==> config.mk <==
export PLATFORM = sky130hd
export DESIGN_NAME = adder_share_arbiter
export DESIGN_NICKNAME = d
export VERILOG_FILES = /design/src/rtl/adder_share_arbiter.sv
export SDC_FILE = /design/constraint.sdc
export NUM_CORES = 1
export LEC_CHECK = 0
export BUFFER_PORTS_ARGS = -buffer_cell sky130_fd_sc_hd__buf_2
export CAP_MARGIN = 20
export CORE_UTILIZATION = 45
export CTS_CLUSTER_SIZE = 24
export DETAILED_ROUTE_END_ITERATION = 8
export PLACE_DENSITY = 0.77
export SETUP_SLACK_MARGIN = 0.2
export SLEW_MARGIN = 5
export SYNTH_ARGS = -nofsm -noshare
export SYNTH_HDL_FRONTEND = slang
export SYNTH_SLANG_ARGS = --single-unit
==> constraint.sdc <==
create_clock -name clk -period 5.8 [get_ports clk]
set_clock_uncertainty 0.2 [all_clocks]
set_input_delay 0.58 -clock clk [delete_from_list [all_inputs] [get_ports clk]]
set_output_delay 0.58 -clock clk [all_outputs]
set_load 0.01 [all_outputs]
==> src/rtl/adder_share_arbiter.sv <==
// Round-robin arbiter sharing one approximate adder core and one exact adder
// among NREQ requesters, with a single-entry registered result stage.

module approx_adder_core #(
  parameter int WIDTH = 24,
  parameter int LOWER = 8
) (
  input  logic [WIDTH-1:0] A,
  input  logic [WIDTH-1:0] B,
  input  logic             Cin,
  output logic [WIDTH-1:0] S,
  output logic             Cout
);
  // Lower-part OR adder: low bits are A|B, the top bit pair of the low part
  // feeds a speculative carry into the exact upper adder.
  logic                 w_carry;
  logic [WIDTH-LOWER:0] w_hi;

  assign w_carry = (A[LOWER-1] & B[LOWER-1]) | Cin;
  assign w_hi    = {1'b0, A[WIDTH-1:LOWER]} + {1'b0, B[WIDTH-1:LOWER]}
                 + {{(WIDTH-LOWER){1'b0}}, w_carry};
  assign S       = {w_hi[WIDTH-LOWER-1:0], A[LOWER-1:0] | B[LOWER-1:0]};
  assign Cout    = w_hi[WIDTH-LOWER];
endmodule

module asa_lane #(
  parameter int IDW = 2,
  parameter int IDX = 0
) (
  input  logic           i_accept,
  input  logic [IDW-1:0] i_gnt,
  output logic           o_ready
);
  assign o_ready = i_accept && (i_gnt == IDW'(IDX));
endmodule

module adder_share_arbiter #(
  parameter int BIT_WIDTH = 24,
  parameter int NREQ      = 4,
  localparam int IDW      = (NREQ > 1) ? $clog2(NREQ) : 1
) (
  input  logic                      clk,
  input  logic                      rst_n,
  input  logic [NREQ-1:0]           req_valid,
  output logic [NREQ-1:0]           req_ready,
  input  logic [NREQ*BIT_WIDTH-1:0] req_a,
  input  logic [NREQ*BIT_WIDTH-1:0] req_b,
  input  logic [NREQ-1:0]           cfg_exact,
  output logic                      res_valid,
  input  logic                      res_ready,
  output logic [BIT_WIDTH-1:0]      res_sum,
  output logic                      res_cout,
  output logic [IDW-1:0]            res_id,
  output logic [15:0]               op_count
);
  typedef enum logic {S_EMPTY, S_FULL} state_t;

  state_t               r_state;
  logic [IDW-1:0]       r_last;
  logic [BIT_WIDTH-1:0] r_sum;
  logic                 r_cout;
  logic [IDW-1:0]       r_id;
  logic [15:0]          r_op_count;

  logic [NREQ-1:0][BIT_WIDTH-1:0] w_a_lane;
  logic [NREQ-1:0][BIT_WIDTH-1:0] w_b_lane;
  logic [BIT_WIDTH-1:0] w_a, w_b;
  logic [BIT_WIDTH-1:0] w_apx_sum;
  logic                 w_apx_cout;
  logic [BIT_WIDTH:0]   w_exact;
  logic                 w_can_accept;
  logic                 w_found;
  logic [IDW-1:0]       w_gnt;
  logic                 w_accept;
  logic                 w_sel_exact;

  genvar gi;
  generate
    for (gi = 0; gi < NREQ; gi++) begin : g_lane
      assign w_a_lane[gi] = req_a[gi*BIT_WIDTH +: BIT_WIDTH];
      assign w_b_lane[gi] = req_b[gi*BIT_WIDTH +: BIT_WIDTH];
      asa_lane #(.IDW(IDW), .IDX(gi)) u_lane (
        .i_accept (w_accept),
        .i_gnt    (w_gnt),
        .o_ready  (req_ready[gi])
      );
    end
  endgenerate

  assign w_can_accept = (r_state == S_EMPTY) || res_ready;

  // Search from last_grant+1; wrap is free because NREQ is a power of two.
  always_comb begin
    logic [IDW-1:0] cand;
    w_found = 1'b0;
    w_gnt   = r_last;
    cand    = r_last;
    for (int k = 1; k <= NREQ; k++) begin
      cand = r_last + IDW'(k);
      if (!w_found && req_valid[cand]) begin
        w_found = 1'b1;
        w_gnt   = cand;
      end
    end
  end

  assign w_accept    = rst_n && w_can_accept && w_found;
  assign w_a         = w_a_lane[w_gnt];
  assign w_b         = w_b_lane[w_gnt];
  assign w_sel_exact = cfg_exact[w_gnt];
  assign w_exact     = {1'b0, w_a} + {1'b0, w_b};

  approx_adder_core #(.WIDTH(BIT_WIDTH)) u_apx (
    .A    (w_a),
    .B    (w_b),
    .Cin  (1'b0),
    .S    (w_apx_sum),
    .Cout (w_apx_cout)
  );

  always_ff @(posedge clk) begin
    if (!rst_n) begin
      r_state    <= S_EMPTY;
      r_last     <= IDW'(NREQ-1);
      r_sum      <= '0;
      r_cout     <= 1'b0;
      r_id       <= '0;
      r_op_count <= '0;
    end else if (w_accept) begin
      r_state <= S_FULL;
      r_last  <= w_gnt;
      r_id    <= w_gnt;
      r_sum   <= w_sel_exact ? w_exact[BIT_WIDTH-1:0] : w_apx_sum;
      r_cout  <= w_sel_exact ? w_exact[BIT_WIDTH]     : w_apx_cout;
      if (r_op_count != 16'hFFFF) r_op_count <= r_op_count + 16'd1;
    end else if (r_state == S_FULL && res_ready) begin
      r_state <= S_EMPTY;
    end
  end

  assign res_valid = (r_state == S_FULL);
  assign res_sum   = r_sum;
  assign res_cout  = r_cout;
  assign res_id    = r_id;
  assign op_count  = r_op_count;
endmodule

After elaboration in Yosys (flattened, before gate mapping). Cells that the tools add are included. Widths: inputs -> output; s select.

$add $sub $neg: 7. Magnitude comparators: 5. Eq/ne operators: 4. Muxes and demuxes: 26. Bitwise gates (word level): 3. Reductions and logical operators: 17.

Operators with widths (count): $bmux 24 s2 (2); $mux 24 (3); $add 24x24->25 (1); $add 16x16->17 (1); $add 17x1->17 (1); $add 16x1->16 const B (1); $ne 16x16->1 const B (1); $lt 2x3->1 const B (5); $mux 1 (12); $bmux 1 s2 (5); $logic_and 1x1->1 (10); $mux 2 (4); $or 8x8->8 (1); $add 2x2->2 const B (2); $eq 2x2->1 const B (2); $logic_not 1->1 (3); $add 2x1->2 const B (1); $eq 2x1->1 const B (1); $logic_not 2->1 (1); $reduce_and 2->1 (1); $reduce_bool 2->1 (1); $and 1x1->1 (1); $logic_or 1x1->1 (1); $not 1->1 (1).

Register bits after elaboration: 46. Input port bits: 203. Output and inout bits: 48. Logic and storage cells: 68.

Longest topological paths before layout.
Word-level depth: 18. Mapped depth: 21. Gate-level depth less buffers: 18.

Cells and area by module. From an unflattened synthesis, not the netlist that was laid out.

Cells, all modules: 917. Area, all modules: 6089.6 sq um.

Modules (own cells, without submodules): adder_share_arbiter (times used 1, cells an instance 789, area an instance 5142.4 sq um, sequential area each 920.9 sq um); approx_adder_core (times used 1, cells an instance 124, area an instance 910.9 sq um, sequential area each 0.0 sq um); asa_lane at g_lane[1].u_lane ... (times used 2, cells an instance 1, area an instance 8.8 sq um, sequential area each 0.0 sq um); asa_lane at g_lane[0].u_lane (times used 1, cells an instance 1, area an instance 12.5 sq um, sequential area each 0.0 sq um); asa_lane at g_lane[3].u_lane (times used 1, cells an instance 1, area an instance 6.3 sq um, sequential area each 0.0 sq um).

Worst setup path after synthesis. Ideal clock, no wire load.

Kind: input port to flip-flop. From: in req_valid[2]. To: reg r_cout, in the netlist res_cout. Setup time: 0.119 ns. Arrival: 3.969 ns. Required time: 5.481 ns. Slack: 1.513 ns. Stages: 18. Buffers on the path: 2. Cell sequence: nor3b_1 -> or3_1 -> buf_2 -> buf_2 -> mux2i_1 -> nor2_1 -> or2_2 -> ha_1 -> inv_1 -> fa_1 -> inv_1 -> fa_1 -> a21o_1 -> a21o_1 -> and2_1 -> mux2i_1 -> a21oi_1 -> o221a_1.

Word-level cells in the longest chain between the ends: 17. Elaborated cells on any way between the ends: 34. Classes of those cells: add/sub (3); mux (23); bitwise (1); reduce/logical (7).

Ends and longest elaborated chain: start, declared (RTL line 44) `input logic [NREQ-1:0] req_valid,`; $bmux 1 s2 (RTL line 100) `if (!w_found && req_valid[cand]) begin`; $mux 1 (not written as such) (RTL line 100); $mux 1 (RTL line 100); $logic_not 1->1 (RTL line 100); $logic_and 1x1->1 (RTL line 100); $mux 1 (RTL line 100); $logic_not 1->1 (RTL line 100); $logic_and 1x1->1 (RTL line 100); $mux 1 (RTL line 100); $logic_not 1->1 (RTL line 100); $logic_and 1x1->1 (RTL line 100); $mux 2 (RTL line 100); $bmux 24 s2, on equally long branches (RTL line 108, 109); $mux 24, on equally long branches (RTL line 108, 109); $add 16x16->17 or $and 1x1->1 (tied branches) (RTL line 20, 19); $add 17x1->17 (RTL line 21) `+ {{(WIDTH-LOWER){1'b0}}, w_carry};`; $mux 1 (RTL line 134) `r_cout <= w_sel_exact ? w_exact[BIT_WIDTH] : w_apx_cout;`; end signal, assigned (RTL line 134); end, declared (RTL line 61) `logic r_cout;`.

Parallel ways exist; a longest one is shown, timed or not. The select of a mux whose other input is x is not followed. A chain may end at the register's enable or synchronous reset.

Final worst setup path.
From: reg r_last[1]. To: reg r_cout, in the netlist res_cout.

Word-level cells in the longest chain between the ends: 18. Elaborated cells on any way between the ends: 37. Classes of those cells: add/sub (6); mux (23); bitwise (1); reduce/logical (7).

Ends and longest elaborated chain: start, declared (RTL line 59) `logic [IDW-1:0] r_last;`; start signal, assigned (RTL line 124) `r_last <= IDW'(NREQ-1);`; start signal, assigned (RTL line 131) `r_last <= w_gnt;`; $add 2x1->2 (RTL line 99) `cand = r_last + IDW'(k);`; $bmux 1 s2 (RTL line 100); $mux 1 (not written as such) (RTL line 100); $mux 1 (RTL line 100); $logic_not 1->1 (RTL line 100); $logic_and 1x1->1 (RTL line 100); $mux 1 (RTL line 100); $logic_not 1->1 (RTL line 100); [2 not listed]; $logic_not 1->1 (RTL line 100); $logic_and 1x1->1 (RTL line 100); $mux 2 (RTL line 100); $bmux 24 s2, on equally long branches (RTL line 108, 109); $mux 24, on equally long branches (RTL line 108, 109); $add 16x16->17 or $and 1x1->1 (tied branches) (RTL line 20, 19); $add 17x1->17 (RTL line 21); $mux 1 (RTL line 134).

Parallel ways exist; a longest one is shown, timed or not. The select of a mux whose other input is x is not followed.

==> flow_summary_export.csv <==
group,metric,value,unit
floorplanning,core_region_area,11520,sq um
worst_setup_path,crit_path_cell_trace,"nor3b_1, or3_2, buf_4, mux2i_1, nor2_1, or2_2, inv_1, fa_1, inv_1, fa_1, a21o_1, a21o_1, and2_1, mux2i_1, a21oi_1, o221a_1",
timing,whs,252.0,ps
grt,grt_pass1_wl,27.39,mm
timing,slew_headroom,32.07,%
yosys,synth_flop_cell,"dfxtp_1",
route,routedWlPerCell,14.32,um
route,wl,16.67,mm
floorplanning,die_x,111.4,um
worst_setup_path,worstPathRequired,5780,ps
power,power.leakage,3.518,nW
place,dp_cells,1156,
place,finalWeightedCongestion,0.9365,
timing,rsz0062_at_grt,"false",
clock_tree,htree_levels,2,
hold_path,hold_class,"flop to flop",
grt,grt_use_met2,46.08,%
clock_tree,insertion_delay,280,ps
layout,final_area,6818,sq um
yosys,syn_area,5383,sq um
yosys,synth_edf_count,0,
worst_setup_path,crit_arrival,4790,ps
layout,diodes,0,
layout,n_fill_cell,1133,
yosys,synth_commonest_cells,"nand2_1, nor2_1, dfxtp_1",
grt,use_met3,2.286,%
route,ant_nets,0,
run,max_cap_violations,0,
grt,busiest_layer,"met2",
worst_setup_path,path_class,"flop to flop",
clock_tree,clock-sinks,46,
floorplanning,start_util,46.74,%
timing,final-hold-violation-count,0,
worst_setup_path,cp_max_fo,25,
clock_tree,clk_pin_slew,60,ps
yosys,synth_fp_nets,1050,
clock_tree,cts_tree,"yes",
floorplanning,core.rowCount,39,
worst_setup_path,critPathSlowestCell,"or3_2",
yosys,postSynthAreaPerCell,6.637,sq um
status,status,"finished, violations left",
timing,max_freq,207.8,MHz
floorplanning,die_y,111.4,um
yosys,async_flop_share,0,%
clock_tree,post_cts_resize_count,0,
place,dp_hpwl,13.10,mm
place,place_area,6675,sq um
layout,num-nets-final,1259,
power,vdd_drop_max,0.1366,mV
timing,fin_crit,4812,ps
yosys,ys_ff_latch,46,
yosys,synth_top_area_share,17.11,%
grt,grtUsageMet1,35.42,%
grt,grt_max_degree,58,
yosys,post-synth-top-count-cell,"nand2_1",
grt,antenna_found_initial,0,
clock_tree,cts_buffers,5,
worst_setup_path,cp-start-kind,"flop",
route,drt_iter0_drc,457,
grt,grt_pass1_vias,5792,
status,violations,"DRC",
yosys,ys_top_cells_by_area,"dfxtp_1, nand2_1, ha_1",
timing,slew_violations,0,
route,route.vias.total,6424,
timing,fin_crit_sh,82.96,%
timing,setup_viol,0,
worst_setup_path,ff2ff_path_depth,16,
hold_path,hold-path-cell-count,2,
yosys,netlist-cell-type-count,63,
yosys,yosysTopAreaCell,"dfxtp_1",
clock_tree,postCtsHoldBufs,0,
yosys,syn_inst,811,
timing,worst_pin_slew,1018,ps
grt,grt_use_total,26.39,%
route,dr.pass1.iters,7,
place,portBuffers,250,
route,drc,20,
worst_setup_path,end_kind,"flop",
layout,final_cells,1164,
clock_tree,cts-root-buf,"clkbuf_16",
grt,overflow,0,
layout,drive_gt1_share,29.29,%
route,vias_per_cell,5.519,
worst_setup_path,slowest_delay,680,ps
layout,area_growth,26.66,%
power,powerDensity,317.1,nW/um^2
clock_tree,clockBufferDepth,2,
timing,finalSetupTns,0,ps
floorplanning,io-pin-count,251,
yosys,ys_seq_area_share,17.11,%
clock_tree,cts_setup_buffers,0,
yosys,yosysWarnings,0,
floorplanning,dieArea,12400,sq um
## worst max-delay path: cells and delay by family (launching register included)
family / cells / cell delay, ps
simple gates: 5 / 1750
fa+ha+maj: 2 / 620
compound gates: 4 / 730
flops: 1 / 390
mux: 2 / 480
buf+inv: 3 / 510
## cell usage in the layout, fill, tap and decap left out, types with 7 or more instances in the layout
cell type  count
buf_2        250
nand2_1      155
nor2_1        97
dfxtp_1       46
mux2i_1       41
a21oi_1       39
o21ai_0       38
and3_1        37
a31oi_1       33
ha_1          33
inv_1         31
nand3_1       27
nor3_1        23
or2_2         19
nand4_1       14
xnor2_1       13
xor2_1        12
a211oi_1      11
a21o_1         8
o21a_1         8
buf_4          7
## layer usage
metal / share of wire, % / vias to the layer above / wire [um]
li1: - / 3249 / -
met1: 45 / 2879 / 7556
met2: 47 / 263 / 7803
met3: 6.1 / 33 / 1019
met4: 1.8 / 0 / 293
met5: 0 / - / 0
## through the flow
stage / util, % / setup WS [ps] / power, W
6_report: 59.20 / 988.2 / 0.002162
4_1_cts: 59.20 / 995.9 / 0.002148
2_1_floorplan: - / 1513 / 0.001447
3_3_place_gp: 57.96 / 896.4 / 0.001847
3_5_place_dp: 57.96 / 803.4 / 0.001862
5_1_grt: 59.20 / 554.6 / 0.002337
## path summary, 6_finish.rpt
kind                      to       start  slack (ps)
setup reg to reg    res_cout   r_last[1]         990
setup / recovery    res_cout   r_last[1]         990
hold reg to reg   res_sum[1]  res_sum[1]         250
hold / removal    res_sum[1]  res_sum[1]         250
## cell families (layout without fill, tap and decap cells)
family                   after synthesis  in the layout  share of synthesized area (%)
buffers and inverters                 88            298                          6.857
AO/OA/AOI/OAI                        174            174                          21.36
flip-flops                            46             46                          17.11
XOR/XNOR                              25             25                          4.068
multiplexers                          42             42                          7.903
adder cells (fa/ha/maj)               36             36                          8.787
AND/OR/NAND/NOR                      400            400                          33.91
## state kept, by name, summed over array words and instances (netlist names)
name / cells
res_sum: 24
op_count: 16
r_last: 2
res_id: 2
res_cout: 1
res_valid: 1
## layout make-up
type / count / area [sq um] / share of cell area, %
inverters: 31 / 116.4 / 1.707
clock buffers: 6 / 128.9 / 1.890
multi-input cells: 677 / 4115 / 60.36
well taps: 143 / 178.9 / 2.624
clock inverters: 2 / 13.76 / 0.2019
repair buffers: 259 / 1344 / 19.71
flip-flops and latches: 46 / 920.9 / 13.51
## where the power goes
| group | switching (W) | leakage (nW) | total [W] | internal (W) |
|---|---|---|---|---|
| clock | 0.000122 | 0.0708 | 0.000282 | 0.000160 |
| combinational | 0.000868 | 3.07 | 0.00146 | 0.000590 |
| sequential | 0.0000377 | 0.379 | 0.000423 | 0.000385 |
| total | 0.00103 | 3.52 | 0.00216 | 0.00113 |
No activity file was read; power rests on OpenSTA's default activity.
